===== src/rtl/fifo_wr_frontend.sv =====
`default_nettype none
// ----------------------------------------------------------------------------
// fifo_wr_frontend : skid buffer, full-gated FIFO write issue, ack-checked replay
// Revision: 1.0
// ----------------------------------------------------------------------------
module fifo_wr_frontend #(
  parameter int W_WIDTH    = 4,
  parameter int DEPTH      = 16,
  parameter int SKID_DEPTH = 2,
  parameter int MAX_RETRY  = 3,
  parameter int CNT_W      = 16
) (
  input  logic                   wr_clk_i,
  input  logic                   a_rst_i,
  input  logic                   en_i,
  input  logic                   flush_i,
  input  logic                   clr_err_i,
  input  logic                   s_valid_i,
  input  logic [W_WIDTH-1:0]     s_data_i,
  output logic                   s_ready_o,
  output logic                   fifo_wr_en_o,
  output logic [W_WIDTH-1:0]     fifo_wdata_o,
  input  logic                   fifo_full_i,
  input  logic                   fifo_wr_ack_i,
  input  logic                   fifo_overflow_i,
  input  logic [$clog2(DEPTH):0] fifo_writeable_count_i,
  output logic                   busy_o,
  output logic                   err_o,
  output logic [CNT_W-1:0]       wr_count_o,
  output logic [CNT_W-1:0]       retry_count_o
);

  localparam int c_PTR_W = $clog2(SKID_DEPTH);
  localparam int c_OCC_W = c_PTR_W + 1;
  localparam int c_RTY_W = $clog2(MAX_RETRY + 2);
  localparam logic [c_OCC_W-1:0] c_SKID_FULL = c_OCC_W'(SKID_DEPTH);
  localparam logic [c_RTY_W-1:0] c_RTY_LIMIT = c_RTY_W'(MAX_RETRY);

  typedef enum logic [1:0] {
    ST_IDLE   = 2'd0,
    ST_RUN    = 2'd1,
    ST_REPLAY = 2'd2,
    ST_HALT   = 2'd3
  } state_t;

  state_t               r_state;
  state_t               w_state_nxt;
  logic [W_WIDTH-1:0]   r_mem [SKID_DEPTH];
  logic [c_PTR_W-1:0]   r_head;
  logic [c_PTR_W-1:0]   r_tail;
  logic [c_PTR_W-1:0]   w_head_nxt;
  logic [c_PTR_W-1:0]   w_tail_nxt;
  logic [c_OCC_W-1:0]   r_count;
  logic [c_OCC_W-1:0]   w_count_nxt;
  logic                 r_outstanding;
  logic                 r_s_ready;
  logic [c_RTY_W-1:0]   r_retry;
  logic [W_WIDTH-1:0]   r_replay_data;
  logic [CNT_W-1:0]     r_wr_count;
  logic [CNT_W-1:0]     r_retry_count;
  logic                 w_ackmiss;
  logic                 w_ackok;
  logic                 w_busy;
  logic                 w_wr_en;
  logic                 w_pop;
  logic                 w_push;
  logic                 w_replay_issue;
  logic                 w_unused_writeable;

  assign w_ackmiss = r_outstanding & (~fifo_wr_ack_i | fifo_overflow_i);
  assign w_ackok   = r_outstanding & fifo_wr_ack_i & ~fifo_overflow_i;
  assign w_busy    = (r_count != '0) | r_outstanding | (r_state == ST_REPLAY);
  assign w_push    = s_valid_i & r_s_ready & ~flush_i;

  // Free-slot count is advisory; the full flag alone decides write legality.
  assign w_unused_writeable = ^fifo_writeable_count_i;

  always_comb begin
    w_state_nxt    = r_state;
    w_wr_en        = 1'b0;
    w_pop          = 1'b0;
    w_replay_issue = 1'b0;
    case (r_state)
      ST_IDLE: begin
        if (en_i) w_state_nxt = ST_RUN;
      end
      ST_RUN: begin
        if (w_ackmiss) begin
          w_state_nxt = ST_REPLAY;
        end else begin
          if ((r_count != '0) && !fifo_full_i) begin
            w_wr_en = 1'b1;
            w_pop   = 1'b1;
          end
          if (!en_i && !w_busy) w_state_nxt = ST_IDLE;
        end
      end
      ST_REPLAY: begin
        // Wait for the previous attempt's ack verdict before re-issuing.
        if (!fifo_full_i && !r_outstanding) begin
          w_wr_en        = 1'b1;
          w_replay_issue = 1'b1;
        end
        if (w_ackmiss && (r_retry == c_RTY_LIMIT)) w_state_nxt = ST_HALT;
        else if (w_ackok)                          w_state_nxt = ST_RUN;
      end
      ST_HALT: begin
        if (clr_err_i) w_state_nxt = ST_IDLE;
      end
      default: w_state_nxt = ST_IDLE;
    endcase
  end

  always_comb begin
    w_head_nxt  = r_head;
    w_tail_nxt  = r_tail;
    w_count_nxt = r_count;
    if (flush_i) begin
      w_head_nxt  = '0;
      w_tail_nxt  = '0;
      w_count_nxt = '0;
    end else begin
      if (w_pop)  w_head_nxt = r_head + c_PTR_W'(1);
      if (w_push) w_tail_nxt = r_tail + c_PTR_W'(1);
      if (w_push && !w_pop)      w_count_nxt = r_count + c_OCC_W'(1);
      else if (w_pop && !w_push) w_count_nxt = r_count - c_OCC_W'(1);
    end
  end

  always_ff @(posedge wr_clk_i or negedge a_rst_i) begin
    if (!a_rst_i) r_state <= ST_IDLE;
    else          r_state <= w_state_nxt;
  end

  always_ff @(posedge wr_clk_i or negedge a_rst_i) begin
    if (!a_rst_i) begin
      for (int i = 0; i < SKID_DEPTH; i++) r_mem[i] <= '0;
    end else if (w_push) begin
      r_mem[r_tail] <= s_data_i;
    end
  end

  always_ff @(posedge wr_clk_i or negedge a_rst_i) begin
    if (!a_rst_i) begin
      r_head        <= '0;
      r_tail        <= '0;
      r_count       <= '0;
      r_outstanding <= 1'b0;
      r_s_ready     <= 1'b0;
      r_retry       <= '0;
      r_replay_data <= '0;
      r_wr_count    <= '0;
      r_retry_count <= '0;
    end else begin
      r_head        <= w_head_nxt;
      r_tail        <= w_tail_nxt;
      r_count       <= w_count_nxt;
      r_outstanding <= w_wr_en;
      // Registered so ready carries no path from the producer's valid.
      r_s_ready     <= (w_count_nxt != c_SKID_FULL) && (w_state_nxt != ST_HALT);
      if (w_pop) r_replay_data <= r_mem[r_head];
      if ((r_state == ST_HALT) && clr_err_i) r_retry <= '0;
      else if (w_ackok)                      r_retry <= '0;
      else if (w_replay_issue)               r_retry <= r_retry + c_RTY_W'(1);
      if (w_ackok && (r_wr_count != {CNT_W{1'b1}}))
        r_wr_count <= r_wr_count + CNT_W'(1);
      if (w_replay_issue && (r_retry_count != {CNT_W{1'b1}}))
        r_retry_count <= r_retry_count + CNT_W'(1);
    end
  end

  assign s_ready_o     = r_s_ready;
  assign fifo_wr_en_o  = w_wr_en;
  assign fifo_wdata_o  = (r_state == ST_REPLAY) ? r_replay_data : r_mem[r_head];
  assign busy_o        = w_busy;
  assign err_o         = (r_state == ST_HALT);
  assign wr_count_o    = r_wr_count;
  assign retry_count_o = r_retry_count;

endmodule
`default_nettype wire

===== config.mk =====
export PLATFORM = sky130hd
export DESIGN_NAME = fifo_wr_frontend
export DESIGN_NICKNAME = d
export VERILOG_FILES = /design/src/rtl/fifo_wr_frontend.sv
export SDC_FILE = /design/constraint.sdc
export NUM_CORES = 1
export LEC_CHECK = 0
export ABC_AREA = 1
export BUFFER_PORTS_ARGS = -buffer_cell sky130_fd_sc_hd__buf_2
export CAP_MARGIN = 5
export CORE_ASPECT_RATIO = 1.1
export CORE_MARGIN = 8
export CORE_UTILIZATION = 25
export DETAILED_ROUTE_END_ITERATION = 10
export PLACE_DENSITY_LB_ADDON = 0.2
export SLEW_MARGIN = 10
export SYNTH_ARGS = -nofsm -noshare
export SYNTH_HDL_FRONTEND = slang
export SYNTH_SLANG_ARGS = --single-unit

===== constraint.sdc =====
create_clock -name wr_clk_i -period 4.2 [get_ports wr_clk_i]
set_clock_uncertainty 0.05 [all_clocks]
set_input_delay 0.21 -clock wr_clk_i [delete_from_list [all_inputs] [get_ports wr_clk_i]]
set_output_delay 0.21 -clock wr_clk_i [all_outputs]
set_load 0.01 [all_outputs]

==> metrics.txt, run 1 <==
# TYPE chip_impl_metric gauge
chip_impl_metric{name="report.final.setup_viol",unit=""} 0
chip_impl_metric{name="core_region_area",unit="mm2"} 0.01243
chip_impl_metric{name="drt-wirelength-per-cell",unit="um"} 12.40
chip_impl_info{name="clock_tree_from_tritoncts",value="built"} 1
chip_impl_metric{name="flow.area_growth_from_synthesis",unit="%"} 18.01
chip_impl_metric{name="unique_masters_post_synth",unit=""} 31
chip_impl_metric{name="overall_power_consumption",unit="mW"} 1.995
chip_impl_metric{name="syn_nets",unit=""} 417
chip_impl_metric{name="final.period_utilization",unit="%"} 54.54
chip_impl_metric{name="num_rows",unit=""} 43
chip_impl_metric{name="timing.slew.headroom",unit="%"} 49.51
chip_impl_metric{name="post_route_cells_drive_above_1_share",unit="%"} 21.08
chip_impl_metric{name="synth-seq-cells",unit=""} 55
chip_impl_metric{name="final_net_count",unit=""} 472
chip_impl_metric{name="worstMarginPinSlew",unit="ns"} 0.7574
chip_impl_metric{name="worstPathArrival",unit="ns"} 2.03
chip_impl_metric{name="final_core_util",unit="%"} 29.68
chip_impl_metric{name="hold_viol",unit=""} 0
chip_impl_info{name="hold_class",value="in2async"} 1
chip_impl_metric{name="first_global_vias",unit=""} 2594
chip_impl_metric{name="dp.cells",unit=""} 595
chip_impl_metric{name="cts_made_buffers",unit=""} 5
chip_impl_metric{name="cts.clk_slew.worst_paths",unit="ns"} 0.08
chip_impl_metric{name="die-height",unit="um"} 133.3
chip_impl_metric{name="antenna-diode-count",unit=""} 0
chip_impl_metric{name="globalplace.congestion",unit=""} 0.7713
chip_impl_metric{name="design.die.area",unit="mm2"} 0.01634
chip_impl_metric{name="final.min_clock_period",unit="ns"} 2.291
chip_impl_metric{name="route.detailed.drc",unit=""} 0
chip_impl_metric{name="netlist_area",unit="mm2"} 0.003125
chip_impl_info{name="worstSetupEndpointType",value="output pin"} 1
chip_impl_info{name="timing_worst_setup_path_type",value="reg2out"} 1
chip_impl_metric{name="post_cts_resized",unit=""} 0
chip_impl_metric{name="ys.warnings.count",unit=""} 0
chip_impl_metric{name="route.vias.total",unit=""} 2603
chip_impl_info{name="cts_root_buf",value="sky130_fd_sc_hd__clkbuf_16"} 1
chip_impl_metric{name="clock_latency_at_the_later_pin_of_the_worst_skew_pair",unit="ns"} 0.30
chip_impl_metric{name="clockBufferDepth",unit=""} 2
chip_impl_metric{name="clock_tree.htree_level_count",unit=""} 2
chip_impl_metric{name="initial_core_util",unit="%"} 25.15
chip_impl_metric{name="first_pass_iters",unit=""} 5
chip_impl_metric{name="viasPerCell",unit=""} 4.317
chip_impl_metric{name="crit_path_max_fanout",unit=""} 11
chip_impl_metric{name="final_report_max_slew_violation_count",unit=""} 0
chip_impl_info{name="startpoint_class",value="register"} 1
chip_impl_metric{name="drt.antenna.violating_nets",unit=""} 0
chip_impl_metric{name="grt_start_max_net_pins",unit=""} 56
chip_impl_info{name="grt_setup_unrepaired",value="no"} 1
chip_impl_metric{name="gr-usage-all-layers",unit="%"} 9.719
chip_impl_info{name="outcome",value="finished, final reports clean"} 1
chip_impl_metric{name="globalRoute.totalOverflow",unit=""} 0
chip_impl_info{name="critical_path.reg2reg.startpoint",value="r_state[0]$_DFF_PN0_"} 1
chip_impl_metric{name="maxCapViolations",unit=""} 0
chip_impl_metric{name="postCtsSetupRepairBufs",unit=""} 0
chip_impl_metric{name="antenna_found_initial",unit=""} 0
chip_impl_metric{name="numPortBuffers",unit=""} 52
chip_impl_metric{name="grt_first_pass_wirelength",unit="mm"} 12.70
chip_impl_metric{name="die_x",unit="um"} 122.6
chip_impl_metric{name="r2r_depth",unit=""} 8
chip_impl_metric{name="seq_area_frac_synth",unit="%"} 44.04
chip_impl_metric{name="worst_ir_drop_vdd",unit="mV"} 0.1929
chip_impl_metric{name="timing.critical_path.required",unit="ns"} 3.94
chip_impl_metric{name="p_leak",unit="nW"} 1.866
chip_impl_metric{name="num_io_pins",unit=""} 58
chip_impl_info{name="r2r-end",value="retry_count_o[12]$_DFFE_PN0P_"} 1
chip_impl_metric{name="syn-mean-instance-area",unit="um2"} 8.014
chip_impl_metric{name="dpl.hpwl",unit="mm"} 5.605
chip_impl_metric{name="clock.fmax",unit="MHz"} 436.6
chip_impl_metric{name="powerDensity",unit="mW/mm2"} 540.9
chip_impl_metric{name="wirelength",unit="mm"} 7.475
chip_impl_metric{name="detail_route.iter0.violations",unit=""} 118
chip_impl_metric{name="fin_cells",unit=""} 603
chip_impl_metric{name="hold_buffers",unit=""} 0
chip_impl_metric{name="synth_cells",unit=""} 390
chip_impl_metric{name="finalSetupTns",unit="ns"} 0
chip_impl_metric{name="worst-r2r-setup-slack",unit="ns"} 2.21
chip_impl_metric{name="cts_num_sinks",unit=""} 55
## worst max-delay path: stages, from the launching register on
cell,delay [ns]
sky130_fd_sc_hd__dfrtp_1,0.42
sky130_fd_sc_hd__inv_1,0.12
sky130_fd_sc_hd__ha_1,0.23
sky130_fd_sc_hd__inv_2,0.13
sky130_fd_sc_hd__nor3_4,0.32
sky130_fd_sc_hd__inv_2,0.09
sky130_fd_sc_hd__a21boi_0,0.23
sky130_fd_sc_hd__buf_2,0.18
## metrics by stage
step	hold WS [ns]	setup WS [ns]	cell area, um2
3_3_place_gp	0.3566	2.228	3547
2_1_floorplan	-0.1356	2.511	3126
3_5_place_dp	0.3681	2.204	3547
4_1_cts	0.03649	1.853	3689
6_report	0.01125	1.909	3689
5_1_grt	0.04867	1.727	3689
## final cells by class
cell class / instances / area (um2)
fillers: 1361 / 8740
well taps: 157 / 196.4
multi-input cells: 271 / 1483
inverters: 59 / 224.0
flip-flops and latches: 55 / 1376
clock inverters: 2 / 12.51
clock buffers: 6 / 128.9
repair buffers: 53 / 267.8
## cells in the final DEF (no fill, tap or decap), types with 2 or more instances in the layout
cell / instances
sky130_fd_sc_hd__nand3_1: 28
sky130_fd_sc_hd__nor3_1: 7
sky130_fd_sc_hd__nand3_2: 2
sky130_fd_sc_hd__a21oi_1: 4
sky130_fd_sc_hd__inv_2: 7
sky130_fd_sc_hd__ha_1: 9
sky130_fd_sc_hd__o21ai_2: 15
sky130_fd_sc_hd__o21ai_0: 18
sky130_fd_sc_hd__buf_2: 52
sky130_fd_sc_hd__nand2_4: 2
sky130_fd_sc_hd__nor2_1: 25
sky130_fd_sc_hd__clkbuf_16: 5
sky130_fd_sc_hd__o21ai_1: 5
sky130_fd_sc_hd__nand4_1: 6
sky130_fd_sc_hd__xor2_1: 24
sky130_fd_sc_hd__nor3_2: 2
sky130_fd_sc_hd__xnor2_1: 2
sky130_fd_sc_hd__dfrtp_1: 55
sky130_fd_sc_hd__inv_1: 50
sky130_fd_sc_hd__nand2_1: 114
## cells by family after synthesis
kind of cell               Yosys count  synth area share, %
and+or+nand+nor                    193                27.78
buffers and inverters               64                8.527
DFF                                 55                44.04
AOI/OAI and AO/OA                   43                8.767
xor gates and xnor gates            26                7.286
adders and majority gates            9                3.603
## per-layer routing
layer | vias to the layer above | track usage, % | part of all wire [%]
met3 | 8 | 3.259 | 5.3
met1 | 1220 | 12.05 | 48
met4 | 0 | 3.254 | 1.3
met5 | - | 0 | 0
li1 | 1336 | - | -
met2 | 39 | 15.38 | 45
## sequential cells by signal (all words and copies together), names as in the netlist
signal         cells
r_mem              8
r_retry            3
retry_count_o     16
r_replay_data      4
r_tail             1
r_outstanding      1
wr_count_o        16
r_head             1
r_state            2
s_ready_o          1
r_count            2
## how the worst max path moves through the flow
stage,cells after the start,endpoint,slack [ns],start
6_report,7,fifo_wr_en_o,1.91,r_state[0]$_DFF_PN0_
3_5_place_dp,8,retry_count_o[12]$_DFFE_PN0P_,2.20,r_state[0]$_DFF_PN0_
5_1_grt,7,fifo_wr_en_o,1.73,r_state[0]$_DFF_PN0_
3_3_place_gp,8,retry_count_o[5]$_DFFE_PN0P_,2.23,r_state[0]$_DFF_PN0_
2_1_floorplan,9,wr_count_o[10]$_DFFE_PN0P_,2.51,wr_count_o[0]$_DFFE_PN0P_
4_1_cts,7,fifo_wr_en_o,1.85,r_state[0]$_DFF_PN0_
## cells in the mapped netlist
cell type                  count  area [um2]
sky130_fd_sc_hd__nand4_1       6       37.54
sky130_fd_sc_hd__nor3_4        1       16.27
sky130_fd_sc_hd__inv_2         7       26.28
sky130_fd_sc_hd__nor2_4        1       11.26
sky130_fd_sc_hd__nand2_4       2       22.52
sky130_fd_sc_hd__or2_0         1       6.260
sky130_fd_sc_hd__xor2_1       24       210.2
sky130_fd_sc_hd__clkbuf_1      1       3.750
sky130_fd_sc_hd__o21ai_0      18       90.09
sky130_fd_sc_hd__nand2_2       1       6.260
sky130_fd_sc_hd__nor3_1        7       35.03
sky130_fd_sc_hd__nand3_1      28       140.1
sky130_fd_sc_hd__nor4_1        1       6.260
sky130_fd_sc_hd__inv_4         1       6.260
sky130_fd_sc_hd__o21ai_2      15       131.4
sky130_fd_sc_hd__nor2_1       25       93.84
sky130_fd_sc_hd__inv_1        50       187.7
sky130_fd_sc_hd__nor3_2        2       20.02
sky130_fd_sc_hd__ha_1          9       112.6
sky130_fd_sc_hd__clkinv_1      1       3.750
sky130_fd_sc_hd__dfrtp_1      55        1376
sky130_fd_sc_hd__nand2_1     114       427.9
sky130_fd_sc_hd__a21boi_0      1       7.510
sky130_fd_sc_hd__o21ai_1       5       25.02
sky130_fd_sc_hd__buf_6         3       33.78
sky130_fd_sc_hd__nand3_2       2       20.02
sky130_fd_sc_hd__xnor2_1       2       17.52
sky130_fd_sc_hd__nand4_2       1       12.51
sky130_fd_sc_hd__buf_2         1       5.000
sky130_fd_sc_hd__nor4_2        1       12.51
sky130_fd_sc_hd__a21oi_1       4       20.02
## where the power goes
part / leakage (nW) / switching (mW) / internal, mW / total, mW
sequential: 0.661 / 0.142 / 0.698 / 0.840
combinational: 1.14 / 0.436 / 0.292 / 0.728
clock: 0.0669 / 0.206 / 0.221 / 0.427
total: 1.87 / 0.784 / 1.21 / 2.00
Note: power is estimated with default switching activity, not from simulation.
==> run 2: changes to the inputs <==
==> constraint.sdc (replaced) <==
create_clock -name wr_clk_i -period 2.2 [get_ports wr_clk_i]
set_clock_uncertainty 0.05 [all_clocks]
set_input_delay 0.11 -clock wr_clk_i [delete_from_list [all_inputs] [get_ports wr_clk_i]]
set_output_delay 0.11 -clock wr_clk_i [all_outputs]
set_load 0.01 [all_outputs]
==> run 2 against run 1 <==
Global-route usage about the same. Sequential cell count unchanged. Critical endpoint is now retry_count_o[5]$_DFFE_PN0P_. Non-clock buffer count up 4. Die area unchanged. Clock power up 110%.
==> metrics.txt, run 2 (same netlist as run 1, synthesis figures left out) <==
# TYPE chip_impl_metric gauge
chip_impl_info{name="outcome",value="finished, final reports clean"} 1
chip_impl_metric{name="p_leak",unit="nW"} 1.896
chip_impl_metric{name="die-height",unit="um"} 133.3
chip_impl_metric{name="clock.fmax",unit="MHz"} 508.1
chip_impl_metric{name="cell_int_power",unit="mW"} 2.429
chip_impl_info{name="worstSetupEndpointType",value="register"} 1
chip_impl_metric{name="initial_core_util",unit="%"} 25.15
chip_impl_info{name="clock_tree_from_tritoncts",value="built"} 1
chip_impl_metric{name="numPortBuffers",unit=""} 52
chip_impl_metric{name="clock_power_share",unit="%"} 23.3
chip_impl_metric{name="worst_ir_drop_vdd",unit="mV"} 0.4153
chip_impl_metric{name="maxCapViolations",unit=""} 0
chip_impl_metric{name="core_region_area",unit="mm2"} 0.01243
chip_impl_metric{name="antenna_found_initial",unit=""} 0
chip_impl_metric{name="report.final.setup_viol",unit=""} 0
chip_impl_metric{name="timing.slew.headroom",unit="%"} 50.04
chip_impl_info{name="cts_root_buf",value="sky130_fd_sc_hd__clkbuf_16"} 1
chip_impl_info{name="cp_slowest_cell",value="sky130_fd_sc_hd__dfrtp_1"} 1
chip_impl_metric{name="route.vias.total",unit=""} 2602
chip_impl_metric{name="cts.clk_slew.worst_paths",unit="ns"} 0.07
chip_impl_metric{name="dpl.hpwl",unit="mm"} 5.742
chip_impl_metric{name="worstPathArrival",unit="ns"} 2.10
chip_impl_metric{name="gr-usage-all-layers",unit="%"} 9.699
chip_impl_metric{name="final.period_utilization",unit="%"} 89.47
chip_impl_info{name="commonest_non_fill_non_tap_cell_in_the_layout",value="sky130_fd_sc_hd__nand2_1"} 1
chip_impl_info{name="mostFrequentLayoutCells",value="114 x sky130_fd_sc_hd__nand2_1, 55 x sky130_fd_sc_hd__dfrtp_1, 52 x sky130_fd_sc_hd__buf_2"} 1
chip_impl_metric{name="num_rows",unit=""} 43
chip_impl_metric{name="comb_power_share",unit="%"} 35.8
chip_impl_metric{name="clockBufferDepth",unit=""} 2
chip_impl_info{name="crit_chain",value="inv_1 -> ha_1 -> inv_2 -> nor3_4 -> buf_4 -> nand2_4 -> inv_4 -> nand2_1 -> xor2_1"} 1
chip_impl_metric{name="final.min_clock_period",unit="ns"} 1.968
chip_impl_info{name="hold_class",value="in2reg"} 1
chip_impl_metric{name="powerDensity",unit="mW/mm2"} 1047
chip_impl_metric{name="first_pass_iters",unit=""} 4
chip_impl_metric{name="viasPerCell",unit=""} 4.294
chip_impl_metric{name="crit_path_max_fanout",unit=""} 16
chip_impl_metric{name="wirelength",unit="mm"} 7.555
chip_impl_metric{name="cts_made_buffers",unit=""} 5
chip_impl_metric{name="share_seq_of_total_power",unit="%"} 41.0
chip_impl_metric{name="clock_tree.htree_level_count",unit=""} 2
chip_impl_info{name="critPathTopFamily",value="buffers and inverters"} 1
chip_impl_metric{name="pre_cts_slack",unit="ns"} 0.2319
chip_impl_metric{name="finalWorstSetupSlack",unit="ns"} 0.2318
chip_impl_metric{name="finalSetupTns",unit="ns"} 0
chip_impl_metric{name="final_report_max_slew_violation_count",unit=""} 0
chip_impl_metric{name="hold_viol",unit=""} 0
chip_impl_metric{name="grt_first_pass_wirelength",unit="mm"} 12.82
chip_impl_metric{name="drt.antenna.violating_nets",unit=""} 0
chip_impl_metric{name="globalRoute.totalOverflow",unit=""} 0
chip_impl_metric{name="worstMarginPinSlew",unit="ns"} 0.7494
chip_impl_metric{name="sw_frac_of_total",unit="%"} 37.98
chip_impl_info{name="timing_worst_setup_path_type",value="reg2reg"} 1
chip_impl_metric{name="first_global_vias",unit=""} 2678
chip_impl_metric{name="final_net_count",unit=""} 476
chip_impl_metric{name="cts_num_sinks",unit=""} 55
chip_impl_metric{name="post_route_cells_drive_above_1_share",unit="%"} 21.16
chip_impl_metric{name="route.detailed.drc",unit=""} 0
chip_impl_metric{name="die_x",unit="um"} 122.6
chip_impl_metric{name="antenna-diode-count",unit=""} 0
chip_impl_metric{name="globalplace.congestion",unit=""} 0.7652
chip_impl_metric{name="crit_path_max_incr_delay",unit="ns"} 0.41
chip_impl_metric{name="critical_path.n_buffers_inverters",unit=""} 4
chip_impl_metric{name="drt-wirelength-per-cell",unit="um"} 12.47
chip_impl_metric{name="fillCellCount",unit=""} 1359
chip_impl_info{name="grt_setup_unrepaired",value="no"} 1
chip_impl_metric{name="design.die.area",unit="mm2"} 0.01634
chip_impl_metric{name="clock_latency_at_the_later_pin_of_the_worst_skew_pair",unit="ns"} 0.30
chip_impl_metric{name="grt_start_max_net_pins",unit=""} 32
chip_impl_info{name="startpoint_class",value="register"} 1
chip_impl_metric{name="flow.area_growth_from_synthesis",unit="%"} 19.70
chip_impl_metric{name="detail_route.iter0.violations",unit=""} 164
chip_impl_metric{name="switching_power",unit="mW"} 1.487
chip_impl_metric{name="timing.critical_path.required",unit="ns"} 2.34
chip_impl_metric{name="num_io_pins",unit=""} 58
## run 2: cell types whose count changed in the layout (fill, tap and decap cells not counted)
cell	before	now
sky130_fd_sc_hd__a21boi_0	1	0
sky130_fd_sc_hd__dlygate4sd3_1	0	2
sky130_fd_sc_hd__buf_4	1	3
sky130_fd_sc_hd__a21boi_1	0	1
sky130_fd_sc_hd__clkinvlp_4	1	0
sky130_fd_sc_hd__bufinv_16	0	1
sky130_fd_sc_hd__clkinv_2	1	0
## run 2: routing by layer
metal / GRT usage [%] / wire length, um / share of wire, %
met3: 2.962 / 518 / 6.9
met5: 0 / 0 / 0
met2: 15.54 / 3465 / 46
met4: 4.000 / 128 / 1.7
met1: 11.76 / 3442 / 46
## run 2: repair_timing
item / CTS / global route
buffers inserted: 1 / 0
resized for setup: 0 / 1
setup endpoints to repair: 1 / 1
pin swaps: 1 / 0
hold buffers: 2 / 0
hold endpoints to repair: 31 / 0
## run 2: path summary, 6_finish.rpt
check	slack (ns)	startpoint	to	cells after the start
min in group asynchronous	0.36	a_rst_i	r_replay_data[1]$_DFFE_PN0P_	2
hold reg to reg	0.44	r_mem[0]$_DFFE_PN0P_	r_mem[0]$_DFFE_PN0P_	2
setup reg to reg	0.23	r_state[0]$_DFF_PN0_	retry_count_o[5]$_DFFE_PN0P_	9
max in group asynchronous	1.04	a_rst_i	retry_count_o[14]$_DFFE_PN0P_	3
hold / removal	0.02	s_data_i[3]	r_mem[7]$_DFFE_PN0P_	3
setup / recovery	0.23	r_state[0]$_DFF_PN0_	retry_count_o[5]$_DFFE_PN0P_	9
## run 2: worst register-to-register path: stages (launching register included)
cell	delay, ns
sky130_fd_sc_hd__dfrtp_1	0.41
sky130_fd_sc_hd__inv_1	0.11
sky130_fd_sc_hd__ha_1	0.23
sky130_fd_sc_hd__inv_2	0.13
sky130_fd_sc_hd__nor3_4	0.20
sky130_fd_sc_hd__buf_4	0.18
sky130_fd_sc_hd__nand2_4	0.10
sky130_fd_sc_hd__inv_4	0.19
sky130_fd_sc_hd__nand2_1	0.10
sky130_fd_sc_hd__xor2_1	0.15
## run 2: power groups by stage
stage	clock network, mW	logic (mW)	registers, mW
global placement	0	1.39	1.62
CTS	0.957	1.44	1.61
detailed placement	0	1.43	1.63
global route	0.986	1.62	1.66
floorplan	0	0.908	1.65
finish	0.910	1.40	1.60
## run 2: area by class of cell
class | count | area [um2] | share of cell area [%]
Multi-Input combinational cell | 271 | 1483 | 39.63
Sequential cell | 55 | 1376 | 36.79
Timing Repair Buffer | 57 | 302.8 | 8.094
Inverter | 59 | 224.0 | 5.987
Tap cell | 157 | 196.4 | 5.251
Clock buffer | 6 | 128.9 | 3.445
Clock inverter | 1 | 30.03 | 0.8027
## run 2: per-stage QoR
stage | cells | hold slack [ns] | total power [mW] | area (um2) | utilization (%)
2_1_floorplan | 390 | -0.2356 | 2.554 | 3126 | -
3_3_place_gp | 596 | 0.1749 | 3.010 | 3555 | 28.60
3_5_place_dp | 596 | 0.1910 | 3.055 | 3555 | 28.60
4_1_cts | 606 | 0.009746 | 4.006 | 3741 | 30.10
5_1_grt | 606 | 0.02436 | 4.267 | 3741 | 30.10
6_report | 606 | 0.01792 | 3.916 | 3741 | 30.10
==> run 3: changes to the inputs <==
--- a/config.mk
+++ b/config.mk
@@ -12,7 +12,7 @@
 export CORE_MARGIN = 8
 export CORE_UTILIZATION = 25
 export DETAILED_ROUTE_END_ITERATION = 10
-export PLACE_DENSITY_LB_ADDON = 0.2
+export PLACE_DENSITY = 0.42
 export SLEW_MARGIN = 10
 export SYNTH_ARGS = -nofsm -noshare
 export SYNTH_HDL_FRONTEND = slang
==> run 3 against run 2 <==
Worst hold slack worse by 0.0049 ns. Sequential share of layout area down 0.098 points. Die area did not move. Largest cell class unchanged. Combinational power up 4%. Utilization rose by 0.081 points. Via count fell by 0.65%. Maximum frequency down 1.6%. Critical path type is now reg2out.
==> metrics.txt, run 3 (same netlist as run 1, synthesis figures left out) <==
# TYPE chip_impl_metric gauge
chip_impl_metric{name="globalRoute.totalOverflow",unit=""} 0
chip_impl_info{name="commonest_non_fill_non_tap_cell_in_the_layout",value="sky130_fd_sc_hd__nand2_1"} 1
chip_impl_metric{name="timing.critical_path.required",unit="ns"} 2.04
chip_impl_metric{name="post_route_cells_drive_above_1_share",unit="%"} 21.73
chip_impl_info{name="worstHoldStart",value="s_data_i[2]"} 1
chip_impl_metric{name="detail_route.iter0.violations",unit=""} 91
chip_impl_metric{name="die_x",unit="um"} 122.6
chip_impl_metric{name="initial_core_util",unit="%"} 25.15
chip_impl_metric{name="drt-wirelength-per-cell",unit="um"} 12.25
chip_impl_info{name="hold_class",value="in2reg"} 1
chip_impl_metric{name="final_net_count",unit=""} 477
chip_impl_info{name="critical_path.reg2reg.startpoint",value="r_state[0]$_DFF_PN0_"} 1
chip_impl_metric{name="grt_first_pass_wirelength",unit="mm"} 12.85
chip_impl_metric{name="report.final.setup_viol",unit=""} 0
chip_impl_metric{name="first_global_vias",unit=""} 2601
chip_impl_metric{name="route.detailed.drc",unit=""} 0
chip_impl_metric{name="powerDensity",unit="mW/mm2"} 1030
chip_impl_metric{name="viasPerCell",unit=""} 4.252
chip_impl_metric{name="drt.antenna.violating_nets",unit=""} 0
chip_impl_info{name="timing_worst_setup_path_type",value="reg2out"} 1
chip_impl_metric{name="worstPathArrival",unit="ns"} 1.84
chip_impl_metric{name="worstMarginPinSlew",unit="ns"} 0.5711
chip_impl_info{name="startpoint_class",value="register"} 1
chip_impl_metric{name="timing.slew.headroom",unit="%"} 61.61
chip_impl_metric{name="holdPathStages",unit=""} 3
chip_impl_metric{name="cts_num_sinks",unit=""} 55
chip_impl_metric{name="cts.clk_slew.worst_paths",unit="ns"} 0.08
chip_impl_metric{name="wirelength",unit="mm"} 7.450
chip_impl_metric{name="first_pass_iters",unit=""} 4
chip_impl_metric{name="num_rows",unit=""} 43
chip_impl_metric{name="num_io_pins",unit=""} 58
chip_impl_metric{name="hold_viol",unit=""} 0
chip_impl_metric{name="clock.fmax",unit="MHz"} 500.0
chip_impl_metric{name="crit_path_max_fanout",unit=""} 11
chip_impl_info{name="cts_root_buf",value="sky130_fd_sc_hd__clkbuf_16"} 1
chip_impl_metric{name="maxCapViolations",unit=""} 0
chip_impl_metric{name="r2r_depth",unit=""} 9
chip_impl_info{name="clock_tree_from_tritoncts",value="built"} 1
chip_impl_info{name="r2r-end",value="retry_count_o[5]$_DFFE_PN0P_"} 1
chip_impl_metric{name="gr-usage-all-layers",unit="%"} 9.767
chip_impl_metric{name="finished_cell_area",unit="mm2"} 0.003751
chip_impl_info{name="mostFrequentLayoutCells",value="114 x sky130_fd_sc_hd__nand2_1, 55 x sky130_fd_sc_hd__dfrtp_1, 52 x sky130_fd_sc_hd__buf_2"} 1
chip_impl_metric{name="globalplace.congestion",unit=""} 0.7636
chip_impl_metric{name="final_report_max_slew_violation_count",unit=""} 0
chip_impl_metric{name="design.die.area",unit="mm2"} 0.01634
chip_impl_info{name="worstSetupEndpointType",value="output pin"} 1
chip_impl_info{name="outcome",value="finished, final reports clean"} 1
chip_impl_metric{name="core_region_area",unit="mm2"} 0.01243
chip_impl_metric{name="final.min_clock_period",unit="ns"} 2.000
chip_impl_metric{name="route.vias.total",unit=""} 2585
chip_impl_metric{name="clock_tree.htree_level_count",unit=""} 2
chip_impl_metric{name="finalSetupTns",unit="ns"} 0
chip_impl_metric{name="clock_latency_at_the_later_pin_of_the_worst_skew_pair",unit="ns"} 0.29
chip_impl_info{name="timing.hold.worst_endpoint",value="r_mem[6]$_DFFE_PN0P_"} 1
chip_impl_metric{name="worst-r2r-setup-slack",unit="ns"} 0.23
chip_impl_metric{name="dpl.hpwl",unit="mm"} 5.697
chip_impl_metric{name="cts_made_buffers",unit=""} 5
chip_impl_metric{name="die-height",unit="um"} 133.3
chip_impl_metric{name="numPortBuffers",unit=""} 52
chip_impl_info{name="grt_setup_unrepaired",value="no"} 1
chip_impl_metric{name="clockBufferDepth",unit=""} 2
chip_impl_metric{name="final.period_utilization",unit="%"} 90.90
chip_impl_metric{name="flow.area_growth_from_synthesis",unit="%"} 20.02
chip_impl_metric{name="grt_start_max_net_pins",unit=""} 56
chip_impl_metric{name="antenna-diode-count",unit=""} 0
chip_impl_metric{name="worst_ir_drop_vdd",unit="mV"} 0.4683
chip_impl_metric{name="p_leak",unit="nW"} 1.895
chip_impl_metric{name="postPlaceCellArea",unit="mm2"} 0.003567
chip_impl_metric{name="antenna_found_initial",unit=""} 0
==> run 3: changes by cell type in the layout (fill, tap and decap cells not counted) <==
cell / before / now
sky130_fd_sc_hd__clkbuf_1: 1 / 0
sky130_fd_sc_hd__inv_6: 0 / 1
sky130_fd_sc_hd__buf_12: 0 / 1
sky130_fd_sc_hd__clkinvlp_4: 0 / 2
sky130_fd_sc_hd__bufinv_16: 1 / 0
==> run 3: cell type report <==
cell class                      count  area, um2
Clock buffer                        5      125.1
Clock inverter                      3      23.77
Fill cell                        1356       8677
Inverter                           59      224.0
Multi-Input combinational cell    271       1483
Sequential cell                    55       1376
Tap cell                          157      196.4
Timing Repair Buffer               58      322.8
==> run 3: layer usage <==
layer / track usage (%) / vias to the layer above / part of all wire (%)
li1: - / 1349 / -
met1: 12.27 / 1196 / 48
met2: 15.99 / 31 / 47
met3: 2.412 / 9 / 3.7
met4: 3.051 / 0 / 1.3
met5: 0 / - / 0
==> run 3: repair_timing <==
action                     in CTS  in global routing
hold buffers                    2                  0
resized for setup               0                  1
setup buffers                   0                  2
hold endpoints to repair       57                  0
setup endpoints to repair       0                  1
==> run 3: worst max-delay path by stage <==
| stage | from | endpoint | slack, ns | depth (start not counted) |
|---|---|---|---|---|
| 5_1_grt | r_state[0]$_DFF_PN0_ | retry_count_o[5]$_DFFE_PN0P_ | 0.06 | 9 |
| 2_1_floorplan | wr_count_o[0]$_DFFE_PN0P_ | wr_count_o[10]$_DFFE_PN0P_ | 0.51 | 9 |
| 6_report | r_state[0]$_DFF_PN0_ | fifo_wr_en_o | 0.20 | 7 |
| 3_3_place_gp | r_state[0]$_DFF_PN0_ | retry_count_o[7]$_DFFE_PN0P_ | 0.31 | 8 |
| 4_1_cts | r_state[0]$_DFF_PN0_ | fifo_wr_en_o | 0.002 | 7 |
| 3_5_place_dp | r_state[0]$_DFF_PN0_ | retry_count_o[12]$_DFFE_PN0P_ | 0.27 | 8 |
==> run 3: critical path, stage by stage (launching register included) <==
cell                       delay [ns]
sky130_fd_sc_hd__dfrtp_1         0.41
sky130_fd_sc_hd__inv_1           0.12
sky130_fd_sc_hd__ha_1            0.24
sky130_fd_sc_hd__inv_2           0.13
sky130_fd_sc_hd__nor3_4          0.22
sky130_fd_sc_hd__inv_2           0.07
sky130_fd_sc_hd__a21boi_1        0.18
sky130_fd_sc_hd__buf_2           0.16
==> run 3: where the power goes <==
group,leakage (nW),total (mW),internal (mW),switching (mW)
clock network,0.0664,0.824,0.427,0.396
registers,0.661,1.59,1.33,0.261
logic,1.17,1.45,0.576,0.870
total,1.90,3.86,2.34,1.53
==> run 3: metrics by stage <==
stage	setup WS, ns	total power [mW]	hold slack, ns	std cells	util, %
finish	0.2002	3.862	0.01304	608	30.18
CTS	0.002142	3.951	0.001388	606	30.06
global placement	0.3064	3.059	0.08703	596	28.70
detailed placement	0.2700	3.092	0.09094	596	28.70
global route	0.06453	4.224	0.01390	608	30.18
floorplan	0.5110	2.554	-0.2356	390	-
